**config.mk**
```make
export PLATFORM = sky130hd
export DESIGN_NAME = ext_pipe_flat
export DESIGN_NICKNAME = d
export VERILOG_FILES = /design/src/rtl/ext_pipe_if.sv /design/src/rtl/ext_pipe.sv /design/src/flat_wrapper.sv
export SDC_FILE = /design/constraint.sdc
export NUM_CORES = 1
export LEC_CHECK = 0
export ABC_AREA = 1
export BUFFER_PORTS_ARGS = -buffer_cell sky130_fd_sc_hd__buf_2
export CORE_MARGIN = 2
export CORE_UTILIZATION = 55
export CTS_CLUSTER_SIZE = 12
export DETAILED_ROUTE_END_ITERATION = 6
export PLACE_DENSITY = 0.8
export SLEW_MARGIN = 20
export SYNTH_ARGS = -nofsm -noshare
export SYNTH_HDL_FRONTEND = slang
export SYNTH_SLANG_ARGS = --single-unit
```
**constraint.sdc**
```tcl
create_clock -name clk -period 2.5 [get_ports clk]
set_clock_uncertainty 0.15 [all_clocks]
set_input_delay 0.125 -clock clk [delete_from_list [all_inputs] [get_ports clk]]
set_output_delay 0.125 -clock clk [all_outputs]
set_load 0.05 [all_outputs]
```
**src/rtl/ext_pipe_if.sv**
```systemverilog
// Valid/ready handshake bundle for the ext_pipe immediate-extension stage.
// master: the decode/operand-mux side; slave: the ext_pipe block itself.
interface ext_pipe_if #(
    parameter int IN_W  = 16,
    parameter int OUT_W = 32
);
    logic             in_valid;
    logic             in_ready;
    logic [IN_W-1:0]  in_data;
    logic [1:0]       in_mode;
    logic             out_valid;
    logic             out_ready;
    logic [OUT_W-1:0] out_data;
    logic [1:0]       out_mode;

    modport master (
        output in_valid, in_data, in_mode, out_ready,
        input  in_ready, out_valid, out_data, out_mode
    );

    modport slave (
        input  in_valid, in_data, in_mode, out_ready,
        output in_ready, out_valid, out_data, out_mode
    );
endinterface

```
**src/rtl/ext_pipe.sv**
```systemverilog
// Pipelined immediate extender: zero/sign/branch-offset/upper forms, with a
// registered output stage plus one skid entry for full-rate valid/ready flow.
module ext_pipe #(
    parameter int IN_W  = 16,
    parameter int OUT_W = 32
) (
    input  logic       clk,
    input  logic       rst,
    ext_pipe_if.slave  bus
);
    localparam int PAD_W = OUT_W - IN_W;

    logic             main_v_q, main_v_d;
    logic [OUT_W-1:0] main_d_q, main_d_d;
    logic [1:0]       main_m_q, main_m_d;
    logic             skid_v_q, skid_v_d;
    logic [OUT_W-1:0] skid_d_q, skid_d_d;
    logic [1:0]       skid_m_q, skid_m_d;

    logic             in_xfer;
    logic             drain;
    logic [OUT_W-1:0] sext;
    logic [OUT_W-1:0] result;

    always_comb begin
        sext = {{PAD_W{bus.in_data[IN_W-1]}}, bus.in_data};
        unique case (bus.in_mode)
            2'b00:   result = {{PAD_W{1'b0}}, bus.in_data};
            2'b01:   result = sext;
            2'b10:   result = {sext[OUT_W-3:0], 2'b00};
            default: result = {bus.in_data, {PAD_W{1'b0}}};
        endcase
    end

    // in_ready comes purely from the skid flag, so no comb path from out_ready.
    assign bus.in_ready  = !skid_v_q;
    assign bus.out_valid = main_v_q;
    assign bus.out_data  = main_d_q;
    assign bus.out_mode  = main_m_q;

    assign in_xfer = bus.in_valid && !skid_v_q;
    assign drain   = main_v_q && bus.out_ready;

    always_comb begin
        main_v_d = main_v_q;
        main_d_d = main_d_q;
        main_m_d = main_m_q;
        skid_v_d = skid_v_q;
        skid_d_d = skid_d_q;
        skid_m_d = skid_m_q;
        if (!main_v_q || drain) begin
            if (skid_v_q) begin
                main_v_d = 1'b1;
                main_d_d = skid_d_q;
                main_m_d = skid_m_q;
                skid_v_d = 1'b0;
                if (in_xfer) begin
                    skid_v_d = 1'b1;
                    skid_d_d = result;
                    skid_m_d = bus.in_mode;
                end
            end else if (in_xfer) begin
                main_v_d = 1'b1;
                main_d_d = result;
                main_m_d = bus.in_mode;
            end else if (drain) begin
                main_v_d = 1'b0;
            end
        end else if (in_xfer) begin
            skid_v_d = 1'b1;
            skid_d_d = result;
            skid_m_d = bus.in_mode;
        end
    end

    always_ff @(posedge clk or posedge rst) begin
        if (rst) begin
            main_v_q <= 1'b0;
            main_d_q <= '0;
            main_m_q <= '0;
            skid_v_q <= 1'b0;
            skid_d_q <= '0;
            skid_m_q <= '0;
        end else begin
            main_v_q <= main_v_d;
            main_d_q <= main_d_d;
            main_m_q <= main_m_d;
            skid_v_q <= skid_v_d;
            skid_d_q <= skid_d_d;
            skid_m_q <= skid_m_d;
        end
    end
endmodule

```
**src/flat_wrapper.sv**
```systemverilog
// flat-port wrapper written by rule: the top's interface ports become plain ports
module ext_pipe_flat 
#(
    parameter int IN_W  = 16,
    parameter int OUT_W = 32
)
  (clk, rst, bus_in_valid, bus_in_data, bus_in_mode, bus_out_ready, bus_in_ready, bus_out_valid, bus_out_data, bus_out_mode);
  ext_pipe_if #(.IN_W(IN_W), .OUT_W(OUT_W)) bus_i ();
  input  logic clk;
  input  logic rst;
  input wire logic [$bits(bus_i.in_valid)-1:0] bus_in_valid;
  input wire logic [$bits(bus_i.in_data)-1:0] bus_in_data;
  input wire logic [$bits(bus_i.in_mode)-1:0] bus_in_mode;
  input wire logic [$bits(bus_i.out_ready)-1:0] bus_out_ready;
  output wire logic [$bits(bus_i.in_ready)-1:0] bus_in_ready;
  output wire logic [$bits(bus_i.out_valid)-1:0] bus_out_valid;
  output wire logic [$bits(bus_i.out_data)-1:0] bus_out_data;
  output wire logic [$bits(bus_i.out_mode)-1:0] bus_out_mode;
  assign bus_i.in_valid = bus_in_valid;
  assign bus_i.in_data = bus_in_data;
  assign bus_i.in_mode = bus_in_mode;
  assign bus_i.out_ready = bus_out_ready;
  assign bus_in_ready = bus_i.in_ready;
  assign bus_out_valid = bus_i.out_valid;
  assign bus_out_data = bus_i.out_data;
  assign bus_out_mode = bus_i.out_mode;
  ext_pipe #(.IN_W(IN_W), .OUT_W(OUT_W)) u_core (.clk(clk), .rst(rst), .bus(bus_i));
endmodule
```
==> results.json, run 1 <==
{
  "drt-initial-drc-count": 274,
  "clk-insertion-delay-late_ns": 0.35,
  "critPathMaxFanout": 36,
  "path_class": "in2reg",
  "layoutNonFillerInstCount": 594,
  "p_per_area_nw_per_um2": 832,
  "yosysMostFrequentCell": "nand2_1",
  "r2r_start": "u_core.bus.out_valid",
  "die_h_microns": 83.7,
  "fmax_mhz": 525,
  "whs_path_depth": 5,
  "synth.yosys.seq_area_share": 0.502,
  "synth.distinct_cells": 19,
  "drv_cap": 0,
  "grt_pass1_wl_microns": 14100,
  "cts.sinks": 70,
  "drive_gt1_frac": 0.176,
  "diodes": 0,
  "cts-htree-levels": 3,
  "antenna_found_initial": 0,
  "r2r_cells": 7,
  "min_from": "bus_in_data[7]",
  "post_cts_buffers": 0,
  "cts-root-buf": "clkbuf_8",
  "status": "complete, no violations",
  "synth_area_sq_um": 3490,
  "reg2reg_to": "u_core.skid_d_q[15]",
  "drt_first_pass_iters": 5,
  "rsz0062_at_grt": "false",
  "portBuffers": 57,
  "drt_wl_total_microns": 8540,
  "cts_buffer_depth": 2,
  "synth_top_area_share": 0.502,
  "worstHoldEndpoint": "u_core.skid_d_q[23]",
  "slew_viol_final": 0,
  "ys_top_cells_by_area": "dfrtp_1 (50%), nand2_1 (21%), nand3_1 (6.7%)",
  "place.gp.congestion": 0.846,
  "post-route-period-util": 0.762,
  "n_fill_cell": 543,
  "synth_area_per_cell_sq_um": 7.59,
  "finalSetupViolCount": 0,
  "pin_count": 58,
  "tns_ns": 0,
  "drtAntennaViolNets": 0,
  "routed-via-count": 3228,
  "die_w_microns": 83.7,
  "post_drt_via_cell_ratio": 5.43,
  "end_kind": "flip-flop",
  "arrival_ns": 2.03,
  "vdd_drop_max_uv": 480,
  "worst_pin_slew_ns": 0.582,
  "synth_edf_count": 0,
  "final_nets": 535,
  "syn_nets": 482,
  "drc": 0,
  "fin_crit_ns": 1.90,
  "ys_ff_latch": 70,
  "rows": 29,
  "cts_tree": "yes",
  "power.total_mw": 3.32,
  "dp_hpwl_microns": 5540,
  "start_util": 0.560,
  "dpl.cell_count": 572,
  "required_ns": 2.62,
  "hold_viol": 0,
  "area_growth_pct": 14.3,
  "path_clk_slew_ns": 0.07,
  "grt_max_degree": 47,
  "synthCells": 460,
  "p_leak_nw": 2.19,
  "async_reset_ff_frac": 1.00,
  "coreArea_sq_um": 6240,
  "wl_per_cell_microns": 14.4,
  "synth_common_cells": "nand2_1 (200), dfrtp_1 (70), nand3_1 (47)",
  "yosys_most_used_dff": "dfrtp_1",
  "cp-start-kind": "primary input",
  "dpl-instance-area_sq_um": 3770,
  "timing.slew.headroom": 0.611,
  "gr-usage-all-layers": 0.255,
  "worstHoldPathType": "in2reg",
  "dieArea_sq_um": 7000,
  "yosys_warnings": 0,
  "yosysTopAreaCell": "dfrtp_1",
  "grt_pass1_vias": 2940,
  "postLayoutCellArea_sq_um": 3990,
  "r2r_setup_slack_ns": 0.64,
  "tritoncts.num_buffers": 9,
  "gr-total-overflow": 0
}
-- sequential cells by signal, indices dropped and copies added (netlist names) --
signal,flops
u_core.bus.out_data,32
u_core.skid_d_q,32
u_core.bus.out_mode,2
u_core.skid_m_q,2
u_core.bus.out_valid,1
u_core.skid_v_q,1
-- metal layers --
layer	part of all wire	global-route usage	vias to the layer above
met3	0.062	0.0406	20
met2	0.47	0.396	134
li1	-	-	1553
met1	0.44	0.356	1521
met5	0	0	-
met4	0.027	0.113	0
-- final cells by class --
cell class	count	area, sq um	share of cell area
flip-flops and latches	70	1750	0.439
clock buffers	13	139	0.0348
inverters	38	143	0.0357
repair buffers	71	445	0.112
clock inverters	2	10.0	0.00251
multi-input cells	323	1410	0.352
well taps	77	96.3	0.0241
-- worst max-delay path, stage by stage --
cell and delay [ns]:
dlygate4sd3_1 0.54, buf_2 0.13, nor2_1 0.13, nand3_1 0.29, inv_2 0.40, buf_12 0.24, nand2_1 0.07, o21ai_1 0.09
-- how the worst max path moves through the flow --
stage | end | start | cells after the start | slack [ns]
after floorplan | u_core.bus.out_data[0] | rst | 1 | 0.46
after global placement | u_core.skid_d_q[9] | u_core.bus.out_valid | 6 | 0.76
after detailed placement | u_core.skid_d_q[30] | u_core.bus.out_valid | 6 | 0.68
after CTS | u_core.skid_d_q[15] | bus_out_ready | 8 | 0.64
after global routing | u_core.skid_d_q[15] | bus_out_ready | 8 | 0.44
final | u_core.skid_d_q[15] | bus_out_ready | 8 | 0.60
-- power breakdown --
part	internal (mW)	switching, mW
Clock	0.353	0.409
Combinational	0.275	0.826
Sequential	1.36	0.0948
Total	1.99	1.33
-- through the flow --
step           hold slack, ns  worst slack [ns]   util
2_1_floorplan          0.0982             0.457      -
3_3_place_gp           0.0622             0.760  0.604
3_5_place_dp           0.0695             0.678  0.604
4_1_cts               0.00649             0.638  0.640
5_1_grt                0.0302             0.438  0.640
6_report               0.0154             0.595  0.640
-- layout by cell type, fill, tap and decap left out --
cell type	Yosys	layout
nand2_2	2	3
o211ai_1	2	2
buf_12	0	3
buf_4	9	4
clkinv_2	0	2
a21oi_2	6	6
nand2_1	200	199
nand3_1	47	47
clkbuf_1	4	4
nand4_1	1	1
inv_1	33	32
inv_2	5	6
o21ai_0	26	26
clkbuf_8	0	9
dlygate4sd3_1	0	7
nor2_1	5	5
dfrtp_1	70	70
o21ai_1	14	14
buf_2	10	57
a21oi_1	19	19
nand3_4	1	1
-- timing repair --
action / CTS / global route
setup endpoints to repair: 0 / 0
gates resized for setup: 0 / 0
hold buffers: 7 / 0
hold endpoints to repair: 30 / 0
-- cells by family (layout without fill, tap and decap cells) --
kind of cell,count (synthesis),in the layout,synth area share
and+or+nand+nor,256,256,0.298
DFF,70,70,0.502
AOI/OAI and AO/OA,67,67,0.104
buffers and inverters,67,124,0.0964
(Power assumes the default switching activity.)
==> run 2, diff against run 1 <==
==> constraint.sdc (replaced) <==
create_clock -name clk -period 2 [get_ports clk]
set_clock_uncertainty 0.15 [all_clocks]
set_input_delay 0.1 -clock clk [delete_from_list [all_inputs] [get_ports clk]]
set_output_delay 0.1 -clock clk [all_outputs]
set_load 0.05 [all_outputs]
==> results.json, run 2 (synthesis gave the netlist of run 1 again) <==
{
  "cts_buffer_depth": 2,
  "n_fill_cell": 522,
  "gr-usage-all-layers": 0.264,
  "dp_hpwl_microns": 5430,
  "path_clk_slew_ns": 0.08,
  "r2r_cells": 6,
  "whs_path_depth": 5,
  "hold_viol": 0,
  "cts.sinks": 70,
  "dpl.cell_count": 576,
  "drt_wl_total_microns": 8550,
  "drtAntennaViolNets": 0,
  "regArea_sq_um": 1750,
  "multiInputGateArea_sq_um": 1410,
  "r2r_start": "u_core.skid_v_q",
  "post_drt_via_cell_ratio": 5.29,
  "status": "complete, no violations",
  "portBuffers": 57,
  "die_h_microns": 83.7,
  "worst_pin_slew_ns": 0.525,
  "coreArea_sq_um": 6240,
  "critPathMaxFanout": 37,
  "tritoncts.num_buffers": 9,
  "rsz0062_at_grt": "false",
  "layoutNonFillerInstCount": 609,
  "grt_max_degree": 71,
  "drt-initial-drc-count": 332,
  "start_util": 0.560,
  "cp-start-kind": "flip-flop",
  "end_kind": "flip-flop",
  "finalSetupViolCount": 0,
  "drive_gt1_frac": 0.188,
  "cp-startpoint": "u_core.skid_v_q",
  "timing.slew.headroom": 0.649,
  "final_common_cell": "nand2_1",
  "drc": 0,
  "wl_per_cell_microns": 14.0,
  "die_w_microns": 83.7,
  "cts-htree-levels": 3,
  "drt_first_pass_iters": 5,
  "area_growth_pct": 20.7,
  "fin_crit_ns": 1.89,
  "diodes": 0,
  "p_per_area_nw_per_um2": 1070,
  "rows": 29,
  "final_nets": 549,
  "required_ns": 2.10,
  "dieArea_sq_um": 7000,
  "grt_pass1_wl_microns": 14800,
  "antenna_found_initial": 0,
  "drv_cap": 0,
  "slew_viol_final": 0,
  "p_leak_nw": 2.29,
  "path_class": "reg2reg",
  "cts-root-buf": "clkbuf_8",
  "cts_tree": "yes",
  "routed-via-count": 3223,
  "place.gp.congestion": 0.902,
  "vdd_drop_max_uv": 556,
  "gr-total-overflow": 0,
  "pin_count": 58,
  "final_cell_mix": "nand2_1 (199), dfrtp_1 (70), buf_2 (57)",
  "min_from": "bus_in_data[12]",
  "fmax_mhz": 530,
  "arrival_ns": 1.98,
  "post-route-period-util": 0.944,
  "worstHoldPathType": "in2reg",
  "tns_ns": 0,
  "grt_pass1_vias": 3158,
  "clk-insertion-delay-late_ns": 0.35
}
## run 2: cell types whose count changed in the layout (fill, tap and decap cells not counted), moves of 2 or more
cell | before | now
dlygate4sd3_1 | 7 | 17
clkbuf_1 | 4 | 0
clkinvlp_4 | 0 | 3
buf_4 | 4 | 6
bufinv_16 | 0 | 2
## run 2: layout make-up
cell class	instances	area share
inverter	38	0.0347
sequential	70	0.416
clock inverter	6	0.0202
clock buffer	10	0.0327
timing repair buffer	85	0.140
tap	77	0.0229
multi-input combinational	323	0.334
## run 2: metrics by stage
step,cell area (sq um),setup WS [ns],util,total power [mW],hold slack [ns]
after floorplan,3500,0.431,-,2.89,0.0732
after global placement,3820,0.425,0.612,3.18,0.0793
after detailed placement,3820,0.363,0.612,3.21,0.0834
after CTS,4210,0.0890,0.675,4.52,0.00227
after global routing,4220,0.0210,0.675,4.74,0.0479
final,4220,0.113,0.675,4.51,0.00412
## run 2: final timing paths
| path | endpoint | slack, ns |
|---|---|---|
| setup / recovery | u_core.bus.out_data[11] | 0.11 |
| max in group asynchronous | u_core.skid_d_q[1] | 1.15 |
| hold / removal | u_core.skid_d_q[28] | 0.004 |
| hold reg to reg | u_core.bus.out_data[3] | 0.32 |
| min in group asynchronous | u_core.skid_d_q[6] | 0.24 |
| setup reg to reg | u_core.bus.out_data[11] | 0.11 |
## run 2: what timing repair did
| item | CTS | global route |
|---|---|---|
| hold buffers | 17 | 0 |
| endpoints found under the setup margin | 0 | 2 |
| buffers inserted | 0 | 0 |
| resized for setup | 0 | 1 |
| hold endpoints to repair | 91 | 0 |
## run 2: worst max-delay path: stages (launching register included)
cell and delay [ns]:
dfrtp_1 0.42, inv_2 0.10, buf_6 0.28, nand3_1 0.13, dlygate4sd3_1 0.58, nand2_1 0.08
nand2_1 0.04
## run 2: metal layers
| layer | track usage | vias to the layer above | part of all wire |
|---|---|---|---|
| met3 | 0.0485 | 14 | 0.063 |
| met2 | 0.417 | 125 | 0.48 |
| met4 | 0.104 | 0 | 0.017 |
| met1 | 0.364 | 1500 | 0.44 |
| li1 | - | 1584 | - |
| met5 | 0 | - | 0 |
## run 2: where the power goes
part           switching, mW  internal [mW]  leakage (nW)
clock                  0.551          0.731         0.108
combinational           1.04          0.372          1.30
sequential             0.114           1.70         0.876
total                   1.70           2.80          2.29
